**src/rtl/inst_dispatch_queue_pkg.sv**
```systemverilog
// Shared decode definitions for the instruction dispatch queue: op IDs, RV32I
// opcodes, instruction classes and the decoded-instruction record.
package inst_dispatch_queue_pkg;

  typedef enum logic [5:0] {
    OP_INV   = 6'd0,
    OP_LUI   = 6'd1,  OP_AUIPC = 6'd2,  OP_JAL   = 6'd3,  OP_JALR  = 6'd4,
    OP_BEQ   = 6'd5,  OP_BNE   = 6'd6,  OP_BLT   = 6'd7,  OP_BGE   = 6'd8,
    OP_BLTU  = 6'd9,  OP_BGEU  = 6'd10,
    OP_LB    = 6'd11, OP_LH    = 6'd12, OP_LW    = 6'd13, OP_LBU   = 6'd14,
    OP_LHU   = 6'd15,
    OP_SB    = 6'd16, OP_SH    = 6'd17, OP_SW    = 6'd18,
    OP_ADDI  = 6'd19, OP_SLTI  = 6'd20, OP_SLTIU = 6'd21, OP_XORI  = 6'd22,
    OP_ORI   = 6'd23, OP_ANDI  = 6'd24, OP_SLLI  = 6'd25, OP_SRLI  = 6'd26,
    OP_SRAI  = 6'd27,
    OP_ADD   = 6'd28, OP_SUB   = 6'd29, OP_SLL   = 6'd30, OP_SLT   = 6'd31,
    OP_SLTU  = 6'd32, OP_XOR   = 6'd33, OP_SRL   = 6'd34, OP_SRA   = 6'd35,
    OP_OR    = 6'd36, OP_AND   = 6'd37
  } op_e;

  typedef enum logic [6:0] {
    OPC_LUI    = 7'b0110111,
    OPC_AUIPC  = 7'b0010111,
    OPC_JAL    = 7'b1101111,
    OPC_JALR   = 7'b1100111,
    OPC_BRANCH = 7'b1100011,
    OPC_LOAD   = 7'b0000011,
    OPC_STORE  = 7'b0100011,
    OPC_OPIMM  = 7'b0010011,
    OPC_OP     = 7'b0110011
  } opcode_e;

  typedef enum logic [2:0] {
    CLS_INV, CLS_U, CLS_J, CLS_I, CLS_B, CLS_LOAD, CLS_STORE, CLS_R
  } cls_e;

  typedef struct packed {
    op_e         op;
    cls_e        cls;
    logic [4:0]  rd;
    logic [4:0]  rs1;
    logic [4:0]  rs2;
    logic [31:0] imm;
  } dec_t;

  function automatic logic cls_to_lsb(input cls_e cls);
    return (cls == CLS_LOAD) || (cls == CLS_STORE);
  endfunction

  function automatic logic cls_to_rs(input cls_e cls);
    return (cls != CLS_INV) && !cls_to_lsb(cls);
  endfunction

  // Invalid entries still need a free RS slot so they cannot overtake a stall.
  function automatic logic unit_free(input cls_e cls, input logic rs_full,
                                     input logic lsb_full);
    return cls_to_lsb(cls) ? !lsb_full : !rs_full;
  endfunction

endpackage

```
**src/rtl/inst_dispatch_queue_decode.sv**
```systemverilog
// rv32i_decode: combinational RV32I decode of one word into op/class/regs/imm.
module rv32i_decode
  import inst_dispatch_queue_pkg::*;
(
  input  logic [31:0] inst,
  output dec_t        dec
);

  logic [2:0]  f3;
  logic [6:0]  f7;
  logic [31:0] imm_i, imm_s, imm_b, imm_u, imm_j, imm_sh;
  op_e         op;
  cls_e        cls;
  logic [31:0] imm;

  assign f3     = inst[14:12];
  assign f7     = inst[31:25];
  assign imm_i  = {{20{inst[31]}}, inst[31:20]};
  assign imm_s  = {{20{inst[31]}}, inst[31:25], inst[11:7]};
  assign imm_b  = {{19{inst[31]}}, inst[31], inst[7], inst[30:25], inst[11:8], 1'b0};
  assign imm_u  = {inst[31:12], 12'b0};
  assign imm_j  = {{11{inst[31]}}, inst[31], inst[19:12], inst[20], inst[30:21], 1'b0};
  assign imm_sh = {27'b0, inst[24:20]};

  always_comb begin
    op  = OP_INV;
    cls = CLS_INV;
    imm = '0;
    case (inst[6:0])
      OPC_LUI:   begin op = OP_LUI;   cls = CLS_U; imm = imm_u; end
      OPC_AUIPC: begin op = OP_AUIPC; cls = CLS_U; imm = imm_u; end
      OPC_JAL:   begin op = OP_JAL;   cls = CLS_J; imm = imm_j; end
      OPC_JALR:
        if (f3 == 3'b000) begin op = OP_JALR; cls = CLS_I; imm = imm_i; end
      OPC_BRANCH: begin
        cls = CLS_B;
        imm = imm_b;
        case (f3)
          3'b000:  op = OP_BEQ;
          3'b001:  op = OP_BNE;
          3'b100:  op = OP_BLT;
          3'b101:  op = OP_BGE;
          3'b110:  op = OP_BLTU;
          3'b111:  op = OP_BGEU;
          default: op = OP_INV;
        endcase
      end
      OPC_LOAD: begin
        cls = CLS_LOAD;
        imm = imm_i;
        case (f3)
          3'b000:  op = OP_LB;
          3'b001:  op = OP_LH;
          3'b010:  op = OP_LW;
          3'b100:  op = OP_LBU;
          3'b101:  op = OP_LHU;
          default: op = OP_INV;
        endcase
      end
      OPC_STORE: begin
        cls = CLS_STORE;
        imm = imm_s;
        case (f3)
          3'b000:  op = OP_SB;
          3'b001:  op = OP_SH;
          3'b010:  op = OP_SW;
          default: op = OP_INV;
        endcase
      end
      OPC_OPIMM: begin
        cls = CLS_I;
        imm = imm_i;
        case (f3)
          3'b000: op = OP_ADDI;
          3'b010: op = OP_SLTI;
          3'b011: op = OP_SLTIU;
          3'b100: op = OP_XORI;
          3'b110: op = OP_ORI;
          3'b111: op = OP_ANDI;
          3'b001: begin
            imm = imm_sh;
            if (f7 == 7'b0000000) op = OP_SLLI;
          end
          default: begin
            imm = imm_sh;
            if (f7 == 7'b0000000)      op = OP_SRLI;
            else if (f7 == 7'b0100000) op = OP_SRAI;
          end
        endcase
      end
      OPC_OP: begin
        cls = CLS_R;
        case ({f7, f3})
          10'b0000000_000: op = OP_ADD;
          10'b0100000_000: op = OP_SUB;
          10'b0000000_001: op = OP_SLL;
          10'b0000000_010: op = OP_SLT;
          10'b0000000_011: op = OP_SLTU;
          10'b0000000_100: op = OP_XOR;
          10'b0000000_101: op = OP_SRL;
          10'b0100000_101: op = OP_SRA;
          10'b0000000_110: op = OP_OR;
          10'b0000000_111: op = OP_AND;
          default:         op = OP_INV;
        endcase
      end
      default: op = OP_INV;
    endcase

    dec.op  = op;
    dec.cls = cls;
    dec.rd  = inst[11:7];
    dec.rs1 = inst[19:15];
    dec.rs2 = inst[24:20];
    dec.imm = imm;
    if (op == OP_INV) begin
      dec.cls = CLS_INV;
      dec.rd  = '0;
      dec.rs1 = '0;
      dec.rs2 = '0;
      dec.imm = '0;
    end else begin
      if (cls == CLS_B || cls == CLS_STORE) dec.rd = '0;
      if (cls == CLS_U || cls == CLS_J) dec.rs1 = '0;
      if (cls == CLS_U || cls == CLS_J || cls == CLS_I || cls == CLS_LOAD) dec.rs2 = '0;
    end
  end

endmodule

```
**src/rtl/inst_dispatch_queue.sv**
```systemverilog
// Instruction buffer + decode/dispatch stage between IF and ROB/RS/LSB.
// Optional DISPATCH_BYPASS_EN: an instruction arriving at an empty queue dispatches in one edge.
module inst_dispatch_queue
  import inst_dispatch_queue_pkg::*;
#(
  parameter int DEPTH = 8,
  parameter int PTR_W = $clog2(DEPTH),
  parameter int XLEN  = 32
) (
  input  logic             clk,
  input  logic             rst,
  input  logic             rdy,
  input  logic             flush,
  input  logic             if_valid,
  input  logic [31:0]      if_inst,
  input  logic [XLEN-1:0]  if_pc,
  input  logic             if_pred_taken,
  output logic             if_ready,
  input  logic             rob_full,
  input  logic             rs_full,
  input  logic             lsb_full,
  output logic             disp_valid,
  output logic             disp_to_rs,
  output logic             disp_to_lsb,
  output logic [5:0]       disp_op,
  output logic [4:0]       disp_rd,
  output logic [4:0]       disp_rs1,
  output logic [4:0]       disp_rs2,
  output logic [31:0]      disp_imm,
  output logic [XLEN-1:0]  disp_pc,
  output logic             disp_pred_taken,
  output logic [PTR_W:0]   count
);

  localparam logic [PTR_W:0]   FULL    = (PTR_W+1)'(DEPTH);
  localparam logic [PTR_W:0]   CNT_ONE = (PTR_W+1)'(1);
  localparam logic [PTR_W-1:0] PTR_ONE = PTR_W'(1);

  logic [31:0]      q_inst [DEPTH];
  logic [XLEN-1:0]  q_pc   [DEPTH];
  logic             q_pred [DEPTH];
  logic [PTR_W-1:0] head, tail;

  dec_t             head_dec, sel_dec;
  logic [XLEN-1:0]  sel_pc;
  logic             sel_pred;
  logic             push, pop, bypass, store, take;

  assign if_ready = (count != FULL);
  assign push     = if_valid && if_ready && rdy && !flush;
  assign pop      = (count != '0) && rdy && !flush && !rob_full &&
                    unit_free(head_dec.cls, rs_full, lsb_full);

  rv32i_decode u_head_dec (
    .inst (q_inst[head]),
    .dec  (head_dec)
  );

`ifdef DISPATCH_BYPASS_EN
  dec_t in_dec;

  rv32i_decode u_in_dec (
    .inst (if_inst),
    .dec  (in_dec)
  );

  // pop requires count != 0, so bypass and pop are mutually exclusive.
  assign bypass   = push && (count == '0) && !rob_full &&
                    unit_free(in_dec.cls, rs_full, lsb_full);
  assign sel_dec  = bypass ? in_dec        : head_dec;
  assign sel_pc   = bypass ? if_pc         : q_pc[head];
  assign sel_pred = bypass ? if_pred_taken : q_pred[head];
`else
  assign bypass   = 1'b0;
  assign sel_dec  = head_dec;
  assign sel_pc   = q_pc[head];
  assign sel_pred = q_pred[head];
`endif

  assign store = push && !bypass;
  assign take  = pop || bypass;

  always_ff @(posedge clk) begin
    if (store) begin
      q_inst[tail] <= if_inst;
      q_pc[tail]   <= if_pc;
      q_pred[tail] <= if_pred_taken;
    end
  end

  always_ff @(posedge clk) begin
    if (rst) begin
      head            <= '0;
      tail            <= '0;
      count           <= '0;
      disp_valid      <= 1'b0;
      disp_to_rs      <= 1'b0;
      disp_to_lsb     <= 1'b0;
      disp_op         <= '0;
      disp_rd         <= '0;
      disp_rs1        <= '0;
      disp_rs2        <= '0;
      disp_imm        <= '0;
      disp_pc         <= '0;
      disp_pred_taken <= 1'b0;
    end else if (!rdy) begin
      disp_valid <= 1'b0;
    end else if (flush) begin
      head       <= '0;
      tail       <= '0;
      count      <= '0;
      disp_valid <= 1'b0;
    end else begin
      if (store) tail <= tail + PTR_ONE;
      if (pop)   head <= head + PTR_ONE;
      if (store && !pop)      count <= count + CNT_ONE;
      else if (!store && pop) count <= count - CNT_ONE;
      disp_valid <= take;
      if (take) begin
        disp_to_rs      <= cls_to_rs(sel_dec.cls);
        disp_to_lsb     <= cls_to_lsb(sel_dec.cls);
        disp_op         <= sel_dec.op;
        disp_rd         <= sel_dec.rd;
        disp_rs1        <= sel_dec.rs1;
        disp_rs2        <= sel_dec.rs2;
        disp_imm        <= sel_dec.imm;
        disp_pc         <= sel_pc;
        disp_pred_taken <= sel_pred;
      end
    end
  end

endmodule

```
**config.mk**
```make
export PLATFORM = sky130hd
export DESIGN_NAME = inst_dispatch_queue
export DESIGN_NICKNAME = d
export VERILOG_FILES = /design/src/rtl/inst_dispatch_queue_pkg.sv /design/src/rtl/inst_dispatch_queue_decode.sv /design/src/rtl/inst_dispatch_queue.sv
export SDC_FILE = /design/constraint.sdc
export NUM_CORES = 1
export LEC_CHECK = 0
export CORE_ASPECT_RATIO = 1.5
export CORE_UTILIZATION = 35
export CTS_CLUSTER_SIZE = 20
export DETAILED_ROUTE_END_ITERATION = 10
export PLACE_DENSITY = 0.6
export SLEW_MARGIN = 10
export SYNTH_ARGS = -nofsm -noshare
export SYNTH_HDL_FRONTEND = slang
export SYNTH_SLANG_ARGS = --single-unit
```
**constraint.sdc**
```tcl
create_clock -name clk -period 10.25 [get_ports clk]
set_clock_uncertainty 0.05 [all_clocks]
set_input_delay 2.05 -clock clk [delete_from_list [all_inputs] [get_ports clk]]
set_output_delay 2.05 -clock clk [all_outputs]
set_load 0.005 [all_outputs]
```
==> flow_summary_export.csv <==
group,metric,value,unit
logic_synthesis,ys_ff_latch,622,
layout,num-fill-cells,6248,
power,p_leak,8.865,nW
setup_path,startpoint_type,"flip-flop",
timing,slew_violations,0,
global_route,grt_max_degree,85,
clock_network,cts_max_path_buffers,3,
logic_synthesis,synthesis.area,0.02431,mm²
detailed_routing,route.met3.wl,3.970,mm
logic_synthesis,synth_fp_nets,1500,
detailed_routing,wl_met1,23.72,mm
run_status,status,"completed",
setup_path,critPathRequiredTime,10.71,ns
die,fp-row-count,118,
timing,period_share,0.5789,
detailed_routing,drc_errors,0,
timing,tns,0,ns
min_path,hp-class,"reg -> reg",
logic_synthesis,synth_top_area_cell,"edfxtp_1",
detailed_routing,vias_per_cell,5.296,
layout,drive_above_1_share,0.1703,
layout,area_growth,18.72,%
logic_synthesis,synthesis.instances,1422,
placed_design,place_congestion,0.8249,
flow_run,cap_violations,0,
clock_network,post_cts_resized,0,
detailed_routing,vias,13450,
global_route,gr-total-overflow,0,
setup_path,critPathMaxFanout,39,
die,die-area,0.07054,mm²
detailed_routing,drt_wl_total,60.50,mm
logic_synthesis,ys.flop_type,"edfxtp_1",
layout,seq_area,0.01767,mm²
setup_path,slowest_delay,0.72,ns
clock_network,cts-htree-levels,2,
die,initial_utilization,0.3534,
timing,setup_viol,0,
timing,rsz0062_at_grt,"false",
global_route,grt_pass1_vias,13850,
clock_network,cts_setup_buffers,0,
logic_synthesis,synth_area_per_cell,17.10,µm²
placed_design,io_buffers,166,
layout,nets,1667,
clock_network,cts_buffers,58,
die,die_h,324.8,µm
global_route,antenna_found_initial,12,
timing,hold_viol,0,
clock_network,clock-sinks,622,
clock_network,cts_tree,"yes",
clock_network,ctsHoldBuffers,0,
logic_synthesis,synth_edf_count,520,
global_route,grt_pass1_wl,89.69,mm
timing,tightest_slew,1.147,ns
clock_network,path_clk_slew,0.07,ns
timing,fmax,168.5,MHz
logic_synthesis,yosys-top-cells-area,"edfxtp_1 (64%), mux4_2 (12%), dfxtp_1 (8.4%)",
setup_path,arrival,6.39,ns
placed_design,place_hpwl,35.55,mm
die,die_x,217.2,µm
die,pin_count,167,
power,powerDensity,174.4,mW/mm²
clock_network,clk-insertion-delay-late,0.61,ns
layout,layout_common_cells,"edfxtp_1 (520), clkdlybuf4s50_1 (165), nand2_1 (149)",
setup_path,crit_slowest_cell,"dfxtp_4",
setup_path,crit_chain,"buf_4, mux4_2, mux2i_1, a21oi_1, a2bb2oi_1, nor2_1, o31a_1, a211oi_2, nand4_4, a31o_2, or2_2, nand2_1, ha_1, a21o_1, a21oi_1, nand2_1, nor3_1, o21ai_0, o31ai_1",
detailed_routing,wl_met2,31.13,mm
layout,final_common_cell,"edfxtp_1",
logic_synthesis,synth.yosys.seq_area_share,0.7263,
power,vdd_drop_max,0.0001430,V
logic_synthesis,synth.top_cell.area_share,0.6423,
clock_network,clock-root-buffer,"clkbuf_16",
detailed_routing,dr.max_layer_used,"met5",
placed_design,place_ws,4.248,ns
detailed_routing,drt-pass1-iter-count,5,
logic_synthesis,synth_cell_types,76,
detailed_routing,final_antenna_net_count,0,
detailed_routing,drtIter0Drc,905,
layout,multi_input_area,0.006270,mm²
timing,slew_headroom,0.2136,
timing,min_period,5.934,ns
logic_synthesis,async_flop_share,0,
setup_path,path_class,"reg -> reg",
timing,layout_setup_ws,4.316,ns
setup_path,crit_path_end_kind,"flip-flop",
die,core,0.06880,mm²
global_route,grt_use_total,0.1723,
logic_synthesis,ys.warnings.count,0,
min_path,hold_start,"disp_imm[25]",
detailed_routing,detail_route.wl_per_cell,23.82,µm
[layer usage]
layer  vias to the layer above  GRT usage
met5                         -          0
met4                        12    0.05282
met3                       102    0.04316
met2                       396     0.3028
met1                      6962     0.2056
li1                       5981          -
[layout make-up]
type / count / area share
Antenna cell: 2 / 0.0001734
Clock buffer: 78 / 0.05544
Clock inverter: 31 / 0.009883
Inverter: 10 / 0.001300
Multi-Input combinational cell: 703 / 0.2172
Sequential cell: 622 / 0.6122
Tap cell: 900 / 0.03901
Timing Repair Buffer: 194 / 0.06476
[flip-flops by register name, indices dropped and copies added (netlist names), 6 cells and up, named ones only]
signal    flops
disp_imm     32
disp_op       6
disp_pc      32
q_inst      256
q_pc        256
q_pred        8
[path summary, 6_finish.rpt]
kind                        to  slack, ns  cells after the start
setup / recovery      count[3]       4.32                     19
hold / removal    disp_imm[25]       0.40                      2
setup reg to reg      count[3]       4.32                     19
hold reg to reg   disp_imm[25]       0.40                      2
[synthesized netlist by cell type, types with 3 or more instances]
| master | number |
|---|---|
| nand2_1 | 149 |
| nand3_1 | 32 |
| or3_1 | 22 |
| a32oi_1 | 4 |
| nor3_1 | 14 |
| o32ai_1 | 4 |
| dfxtp_1 | 102 |
| buf_4 | 3 |
| buf_6 | 5 |
| o211ai_1 | 6 |
| o21ai_0 | 24 |
| a311oi_1 | 35 |
| nor2_1 | 82 |
| clkbuf_1 | 45 |
| nor2b_1 | 6 |
| a22oi_1 | 8 |
| buf_1 | 14 |
| nand2b_1 | 4 |
| inv_1 | 8 |
| nor3b_1 | 4 |
| edfxtp_1 | 520 |
| and3_1 | 5 |
| mux2i_1 | 23 |
| buf_2 | 20 |
| mux4_2 | 126 |
| o31ai_1 | 3 |
| a21o_1 | 7 |
| xnor2_1 | 4 |
| nand3b_1 | 3 |
| a211oi_1 | 3 |
| ha_1 | 4 |
| a21oi_1 | 62 |
| mux2_2 | 9 |
| a31oi_1 | 5 |
| o22ai_1 | 6 |
[worst max-delay path, delay by kind of cell (launching register included)]
kind | cells | cell delay, ns
AO/OA/AOI/OAI | 9 | 1.91
multiplexers | 2 | 1.11
AND/OR/NAND/NOR | 6 | 1.09
flip-flops | 1 | 0.72
buffers and inverters | 1 | 0.70
adder cells (fa/ha/maj) | 1 | 0.24
[kinds of logic (layout without fill, tap and decap cells)]
kind of cell / count (synthesis) / count (layout) / synth area share
compound gates: 193 / 193 / 0.05435
xor+xnor: 5 / 5 / 0.001801
fa+ha+maj: 5 / 5 / 0.002882
flops: 622 / 622 / 0.7263
buf+inv: 97 / 313 / 0.01801
simple gates: 338 / 338 / 0.06330
mux: 162 / 162 / 0.1334
other cells: 0 / 2 / 0
[report_power, final]
part           switching [W]  internal, W  total (W)
Combinational      0.0000844    0.0000582   0.000143
Clock               0.000915      0.00122    0.00214
Sequential        0.00000612      0.00275    0.00275
[metrics by stage]
| stage | std cells | util | hold WS (ns) | power [W] | cell area, µm² |
|---|---|---|---|---|---|
| 6_report | 2540 | 0.4195 | 0.4006 | 0.005033 | 28860 |
| 5_1_grt | 2539 | 0.4195 | 0.4276 | 0.005183 | 28860 |
| 4_1_cts | 2538 | 0.4195 | 0.4043 | 0.005089 | 28860 |
| 3_5_place_dp | 2429 | 0.3920 | 0.3952 | 0.002952 | 26970 |
| 3_3_place_gp | 2429 | 0.3920 | 0.3923 | 0.002948 | 26970 |
| 2_1_floorplan | 1422 | - | 0.3982 | 0.002873 | 24310 |
No activity file was read; power rests on OpenSTA's default activity.
